===== src/rtl/tsp16_pkg.sv =====
// Shared TSP16 pipeline constants and the writeback-stage state type.
package tsp16_pkg;

   localparam int unsigned DATA_W      = 16;
   localparam int unsigned OPCODE_MSB  = 15;
   localparam int unsigned OPCODE_LSB  = 12;
   localparam logic [3:0]  HALT_OPCODE = 4'hF;

   typedef enum logic [0:0] {
      WB_RUN    = 1'b0,
      WB_HALTED = 1'b1
   } wb_state_t;

endpackage


===== src/rtl/regfile_2r1w.sv =====
// Two-read/one-write register file with async-reset storage and write-first read bypass.
module regfile_2r1w
   import tsp16_pkg::*;
#(
   parameter int unsigned NUM_REGS = 16,
   parameter int unsigned DATA_W   = tsp16_pkg::DATA_W,
   parameter bit          R0_ZERO  = 1'b1,
   localparam int unsigned AW      = (NUM_REGS > 1) ? $clog2(NUM_REGS) : 1
) (
   input  logic              clk,
   input  logic              reset,
   input  logic              we,
   input  logic [AW-1:0]     wr_addr,
   input  logic [DATA_W-1:0] wr_data,
   input  logic [AW-1:0]     rd_addr_a,
   input  logic [AW-1:0]     rd_addr_b,
   output logic [DATA_W-1:0] rd_data_a,
   output logic [DATA_W-1:0] rd_data_b
);

   logic [DATA_W-1:0] regs [NUM_REGS];

   always_ff @(posedge clk or posedge reset) begin
      if (reset) begin
         for (int unsigned i = 0; i < NUM_REGS; i++) begin
            regs[i] <= '0;
         end
      end else if (we) begin
         regs[wr_addr] <= wr_data;
      end
   end

   // Out-of-range addresses (non-power-of-2 NUM_REGS) read as zero.
   function automatic logic [DATA_W-1:0] read_port(input logic [AW-1:0] addr);
      logic [DATA_W-1:0] data;
      data = '0;
      if (R0_ZERO && addr == '0) begin
         data = '0;
      end else if (we && addr == wr_addr) begin
         data = wr_data;
      end else if (32'(addr) < NUM_REGS) begin
         data = regs[addr];
      end
      return data;
   endfunction

   always_comb begin
      rd_data_a = read_port(rd_addr_a);
      rd_data_b = read_port(rd_addr_b);
   end

endmodule


===== src/rtl/pipeline_writeback.sv =====
// TSP16 writeback stage: commits memory-stage results to the register file,
// re-presents them for forwarding, counts retirements and halts on HALT.
module pipeline_writeback #(
   parameter int unsigned NUM_REGS    = 16,
   parameter int unsigned RD_LSB      = 8,
   parameter logic [3:0]  HALT_OPCODE = tsp16_pkg::HALT_OPCODE,
   parameter int unsigned CNT_W       = 32,
   parameter bit          R0_ZERO     = 1'b1,
   localparam int unsigned AW         = (NUM_REGS > 1) ? $clog2(NUM_REGS) : 1,
   localparam int unsigned DW         = tsp16_pkg::DATA_W
) (
   input  logic             clk,
   input  logic             reset,
   input  logic             memory_done,
   input  logic             memory_is_dependent,
   input  logic [DW-1:0]    memory_result,
   input  logic [DW-1:0]    memory_instr,
   input  logic [AW-1:0]    rd_addr_a,
   input  logic [AW-1:0]    rd_addr_b,
   output logic [DW-1:0]    rd_data_a,
   output logic [DW-1:0]    rd_data_b,
   output logic             writeback_done,
   output logic             writeback_is_dependent,
   output logic [DW-1:0]    writeback_result,
   output logic [DW-1:0]    writeback_instr,
   output logic [AW-1:0]    writeback_rd,
   output logic             halted,
   output logic [CNT_W-1:0] retired_count
);

   import tsp16_pkg::*;

   wb_state_t         state_q;
   logic [CNT_W-1:0]  cnt_q;
   logic [AW-1:0]     rd;
   logic              commit;
   logic              rd_ok;
   logic              we;
   logic              is_halt;

   always_comb begin
      rd      = memory_instr[RD_LSB +: AW];
      commit  = (state_q == WB_RUN) && memory_done;
      rd_ok   = (32'(rd) < NUM_REGS) && !(R0_ZERO && rd == '0);
      we      = commit && memory_is_dependent && rd_ok;
      is_halt = memory_instr[OPCODE_MSB:OPCODE_LSB] == HALT_OPCODE;
   end

   regfile_2r1w #(
      .NUM_REGS (NUM_REGS),
      .DATA_W   (DW),
      .R0_ZERO  (R0_ZERO)
   ) u_regfile (
      .clk       (clk),
      .reset     (reset),
      .we        (we),
      .wr_addr   (rd),
      .wr_data   (memory_result),
      .rd_addr_a (rd_addr_a),
      .rd_addr_b (rd_addr_b),
      .rd_data_a (rd_data_a),
      .rd_data_b (rd_data_b)
   );

   always_ff @(posedge clk or posedge reset) begin
      if (reset) begin
         state_q                <= WB_RUN;
         cnt_q                  <= '0;
         writeback_done         <= 1'b0;
         writeback_is_dependent <= 1'b0;
         writeback_result       <= '0;
         writeback_instr        <= '0;
         writeback_rd           <= '0;
      end else if (state_q == WB_RUN) begin
         writeback_done         <= memory_done;
         writeback_is_dependent <= we;
         writeback_result       <= memory_result;
         writeback_instr        <= memory_instr;
         writeback_rd           <= rd;
         if (commit) begin
            if (!(&cnt_q)) begin
               cnt_q <= cnt_q + CNT_W'(1);
            end
            if (is_halt) begin
               state_q <= WB_HALTED;
            end
         end
      end else begin
         // Halted: payload fields keep their last committed values.
         writeback_done         <= 1'b0;
         writeback_is_dependent <= 1'b0;
      end
   end

   assign halted        = (state_q == WB_HALTED);
   assign retired_count = cnt_q;

endmodule


===== config.mk =====
export PLATFORM = sky130hd
export DESIGN_NAME = pipeline_writeback
export DESIGN_NICKNAME = d
export VERILOG_FILES = /design/src/rtl/tsp16_pkg.sv /design/src/rtl/regfile_2r1w.sv /design/src/rtl/pipeline_writeback.sv
export SDC_FILE = /design/constraint.sdc
export NUM_CORES = 1
export LEC_CHECK = 0
export CAP_MARGIN = 30
export CORE_AREA = 2 2 187 189
export DETAILED_ROUTE_END_ITERATION = 6
export DIE_AREA = 0 0 189 191
export GPL_TIMING_DRIVEN = 1
export MAX_ROUTING_LAYER = met4
export PLACE_DENSITY = 0.72
export SLEW_MARGIN = 0
export SYNTH_ARGS = -nofsm -noshare
export SYNTH_HDL_FRONTEND = slang
export SYNTH_SLANG_ARGS = --single-unit

===== constraint.sdc =====
create_clock -name clk -period 13.8 [get_ports clk]
set_clock_uncertainty 0.1 [all_clocks]
set_input_delay 1.38 -clock clk [delete_from_list [all_inputs] [get_ports clk]]
set_output_delay 1.38 -clock clk [all_outputs]
set_load 0.005 [all_outputs]

Word-level counts from Yosys, hierarchy flattened. Index checks and enable logic that the tools add are counted.

Bits in registers: 327. Latch bits: 0. Memory bits (writable): 0. Bits in read-only memories: 0. Output and inout bits: 103. Word-level logic and storage cells: 66. Memories kept: 0.

Add/sub/neg operators: 1. $mul: 0. Div/mod/pow operators: 0. Order comparisons: 4. Equal/unequal tests: 3. Shifts and indexed selects: 0. Multiplexer cells: 18. Bitwise gates (word level): 5. Reduce and logical (&&, ||, !) cells: 12.

Operators with widths (number): bitwise mux 256 bit (1); 2-to-1 mux 16 bit (9); binary-select mux 16 bit (select 4 bit) (2); demux 16 bit (select 4 bit) (1); adder 32 x 1 -> 32 bit, second input constant (1); AND reduction 32 bit (1); >= comparator 5 bit, second input constant (3); inverter 4 -> 5 bit (3); logical NOT 4 bit (3); equality test 4 bit (2); logical AND 1 bit (6); less-than comparator 5 x 1 -> 1 bit, second input constant (1); 2-to-1 mux 1 bit (5); equality test 4 bit, second input constant (1); AND reduction 3 bit (1); inverter 1 bit (2); logical NOT 1 bit (1).

Depth between registers and ports, before layout.
Depth after elaboration: 7. Mapped depth: 8.

Modules after synthesis. From an unflattened synthesis, not the netlist that was laid out.

Cells, all modules: 1277. Area, all modules: 17150.2 um^2.

Modules (own cells, without submodules): regfile_2r1w (instances 1, cells each 1053, area each 14206.1 um^2, seq. area each 6406.1 um^2); pipeline_writeback (instances 1, cells each 224, area each 2944.1 um^2, seq. area each 1676.6 um^2).

Worst setup path after synthesis. OpenSTA, ideal clock, no wires.

Path type: input -> output. Start: in rd_addr_a[0]. End: out rd_data_a[10]. Arrival: 2.871 ns. Setup slack: 9.449 ns. Cell stages on the path: 6. Buffers on the path: 2. Cells stage by stage: buf_2 > buf_2 > mux4_2 > a22oi_1 > nand2_1 > a22o_1.

Cells in the longest elaborated chain, start to end: 6. Elaborated cells on any way between the ends: 9.

RTL lines: start, declared (RTL line pipeline_writeback.sv:18) `input logic [AW-1:0] rd_addr_a,`; inverter 4 -> 5 bit (implied by the code) (RTL line regfile_2r1w.sv:42) `data = regs[addr];`; binary-select mux 16 bit (select 4 bit) (RTL line regfile_2r1w.sv:42); 2-to-1 mux 16 bit (implied by the code) (2 in series) (RTL line regfile_2r1w.sv:42); 2-to-1 mux 16 bit (RTL line regfile_2r1w.sv:39) `end else if (we && addr == wr_addr) begin`; 2-to-1 mux 16 bit (*) (RTL line regfile_2r1w.sv:37) `if (R0_ZERO && addr == '0) begin`; end, declared (RTL line pipeline_writeback.sv:20) `output logic [DW-1:0] rd_data_a,`.

Mark *: on every way between the ends. The rest lies on a longest branch, timed or not. The select of a mux whose other input is x is not followed.

Final worst setup path.
Start: in rd_addr_b[1]. End: out rd_data_b[9].

Cells in the longest elaborated chain, start to end: 6. Elaborated cells on any way between the ends: 9.

RTL lines: start, declared (RTL line pipeline_writeback.sv:19) `input logic [AW-1:0] rd_addr_b,`; inverter 4 -> 5 bit (implied by the code) (RTL line regfile_2r1w.sv:42); binary-select mux 16 bit (select 4 bit) (RTL line regfile_2r1w.sv:42); 2-to-1 mux 16 bit (implied by the code) (2 in series) (RTL line regfile_2r1w.sv:42); 2-to-1 mux 16 bit (RTL line regfile_2r1w.sv:39); 2-to-1 mux 16 bit (*) (RTL line regfile_2r1w.sv:37); end, declared (RTL line pipeline_writeback.sv:21) `output logic [DW-1:0] rd_data_b,`.

Marks and branches as above.

==> results_dict.tcl <==
set metrics [dict create \
    die_w_um 189 \
    grt_antenna_before_repair 2 \
    dieHeight_um 191 \
    path_clk_slew_ns 0.05 \
    p_leak_nw 8.56 \
    synth_edf_count 0 \
    wl_mm 44.5 \
    dp_cells 1662 \
    crit_type "in -> out" \
    switchingPower_mw 0.735 \
    die-area_sq_mm 0.0361 \
    status "completed" \
    numCtsBuffers 36 \
    place.gp.congestion 0.829 \
    synth_area_leaders "dfrtp_1, mux2_2, mux4_2, a22oi_1, a22o_1" \
    core_area_sq_mm 0.0341 \
    drt-initial-drc-count 877 \
    postCtsSetupBuffers 0 \
    fmax_mhz 165 \
    grt.total_usage_pct 26.2 \
    async_reset_ff_share_pct 100 \
    viasPerCell 6.26 \
    wl_per_cell_um 25.8 \
    clockPowerShare_pct 34.5 \
    synth_top_family_by_area "multiplexers" \
    start_util_pct 48.4 \
    synth-adder-area-share_pct 0.0758 \
    vdd_ir_drop_max_v 0.000108 \
    cts_resized 0 \
    finalNonFillerCells 1729 \
    dr.pass1.iters 5 \
    drc_errors 0 \
    synth.avg_cell_area_sq_um 14.5 \
    fin_ws_ns 7.75 \
    netlist_area_sq_mm 0.0165 \
    cts_sinks 323 \
    critPathLaunchType "input pin" \
    drv_slew 0 \
    rsz0062_at_grt "false" \
    maxCapViolCount 0 \
    dpl.hpwl_mm 27.7 \
    setup_viol 0 \
    place.port_buffers 146 \
    netSwitchingFraction_pct 25.7 \
    fin_crit_ns 6.05 \
    slew_headroom_pct 33.6 \
    arrival_ns 4.57 \
    insertion_delay_ns 0.51 \
    synth.net_count 1183 \
    vias 10800 \
    synth_ff_type "dfrtp_1" \
    synth-compound-area-share_pct 4.83 \
    yosysSeqAreaShare_pct 49.0 \
    yosysMostFrequentCell "dfrtp_1" \
    yosysUniqueCellTypes 38 \
    first_global_vias 11500 \
    cts_tree "built" \
    synth.area.mux_share_pct 36.1 \
    p_comb_share_pct 21.8 \
    grt_pass1_wl_mm 69.1 \
    end_kind "primary output" \
    synth_cells 1138 \
    synth_common_cells "dfrtp_1, mux2_2, mux4_2" \
    grt_max_degree 108 \
    cellPowerDensity_mw_per_mm2 146 \
    hold_slack_ns 0.295 \
    worst_slew_pin_slew_ns 0.995 \
    ctsLongestPathBuffers 3 \
    yosys.area_share.simple_pct 4.94 \
    drive_gt1_share_pct 39.7 \
    h-tree-depth 2 \
    ctsHoldBuffers 0 \
    pin_count 147 \
    pre_cts_ws_ns 7.81 \
    rows 68 \
    fin_crit_sh_pct 43.9 \
    yosys.area.top_type "dfrtp_1" \
    nets 1294 \
    hold_viol_final 0 \
    hp-class "reg -> reg" \
    clockRootBuffer "clkbuf_16" \
    intPower_mw 2.12 \
    fin_tns_setup_ns 0 \
    ys_ff_latch 323 \
    areaGrowthSynthToFinish_pct 19.0 \
    synth_top_area_share_pct 49.0 \
    cp.required_ns 12.32 \
    synth_xor_area_share_pct 2.02 \
    drtAntennaViolNets 0 \
    crit_fanout 34 \
    p_seq_share_pct 43.7 \
    final_util_pct 57.6 \
    yosys_warnings 0 \
    overflow 0 \
]
==> kinds of logic (layout without fill, tap and decap cells) <==
| kind of cell | Yosys count | in the layout |
|---|---|---|
| AO/OA/AOI/OAI | 100 | 100 |
| buffers and inverters | 114 | 248 |
| other | 0 | 2 |
| XOR/XNOR | 38 | 38 |
| adder cells (fa/ha/maj) | 1 | 1 |
| AND/OR/NAND/NOR | 161 | 161 |
| multiplexers | 401 | 401 |
| flip-flops | 323 | 323 |
==> cell usage in the layout (no fill, tap or decap), types with 6 or more instances in the layout <==
cell	n
nor2_2	6
nand3_1	25
clkbuf_1	7
xnor2_1	20
clkinv_2	6
mux2_1	10
clkdlybuf4s50_1	142
clkbuf_16	37
nor3_1	8
mux2_2	263
a22o_1	32
nand4_1	9
mux4_2	128
and3_1	7
nand2b_1	6
xor2_1	18
buf_4	32
nor2_1	11
a22oi_1	64
nor4_1	9
nand2_1	56
dfrtp_1	322
==> routing by layer <==
| metal | track usage (%) | up-vias | part of all wire, % |
|---|---|---|---|
| met2 | 40.0 | 481 | 46 |
| li1 | - | 4561 | - |
| met4 | 10.6 | 0 | 4.3 |
| met5 | - | - | 0 |
| met3 | 5.82 | 119 | 8.3 |
| met1 | 34.3 | 5664 | 41 |
==> state kept, by name, indices dropped and copies added, names as in the netlist <==
signal and cells:
retired_count 32, writeback_instr 16, writeback_is_dependent 1, writeback_done 1
u_regfile.regs 256, halted 1, writeback_result 16
==> power groups by stage <==
stage / registers, mW / logic, mW / clock network (mW)
2_1_floorplan: 1.23 / 0.386 / 0
3_3_place_gp: 1.25 / 0.608 / 0
3_5_place_dp: 1.26 / 0.623 / 0
4_1_cts: 1.25 / 0.626 / 1.00
5_1_grt: 1.27 / 0.670 / 1.05
6_report: 1.25 / 0.623 / 0.987
==> per-stage QoR <==
step	area [sq um]	total power [mW]
floorplan	16500	1.61
global placement	18300	1.86
detailed placement	18400	1.88
CTS	19600	2.88
global route	19600	2.99
finish	19600	2.86
==> cell type report <==
| class | instances | area [sq um] |
|---|---|---|
| multi-input cells | 701 | 7940 |
| fillers | 2678 | 14500 |
| well taps | 455 | 569 |
| diodes | 2 | 5.00 |
| repair buffers | 183 | 1820 |
| flip-flops and latches | 323 | 8080 |
| clock buffers | 47 | 993 |
| inverters | 4 | 22.5 |
| clock inverters | 14 | 203 |
==> worst max-delay path, stage by stage <==
cell and delay (ns):
buf_2 0.69, buf_4 0.61, xor2_1 0.28, nor3_4 0.07
a21oi_2 0.37, buf_4 0.35, a22o_1 0.26, clkdlybuf4s50_1 0.53
==> path summary, 6_finish.rpt <==
path	start	to	slack, ns	cells after the start
setup / recovery	rd_addr_b[1]	rd_data_b[9]	7.75	8
setup reg to reg	halted	u_regfile.regs[230]	10.66	6
hold / removal	u_regfile.regs[242]	u_regfile.regs[242]	0.30	0
max in group asynchronous	reset	u_regfile.regs[195]	10.89	3
hold reg to reg	u_regfile.regs[242]	u_regfile.regs[242]	0.30	0
min in group asynchronous	reset	writeback_instr[7]	1.30	2
Note: power is estimated with default switching activity, not from simulation.
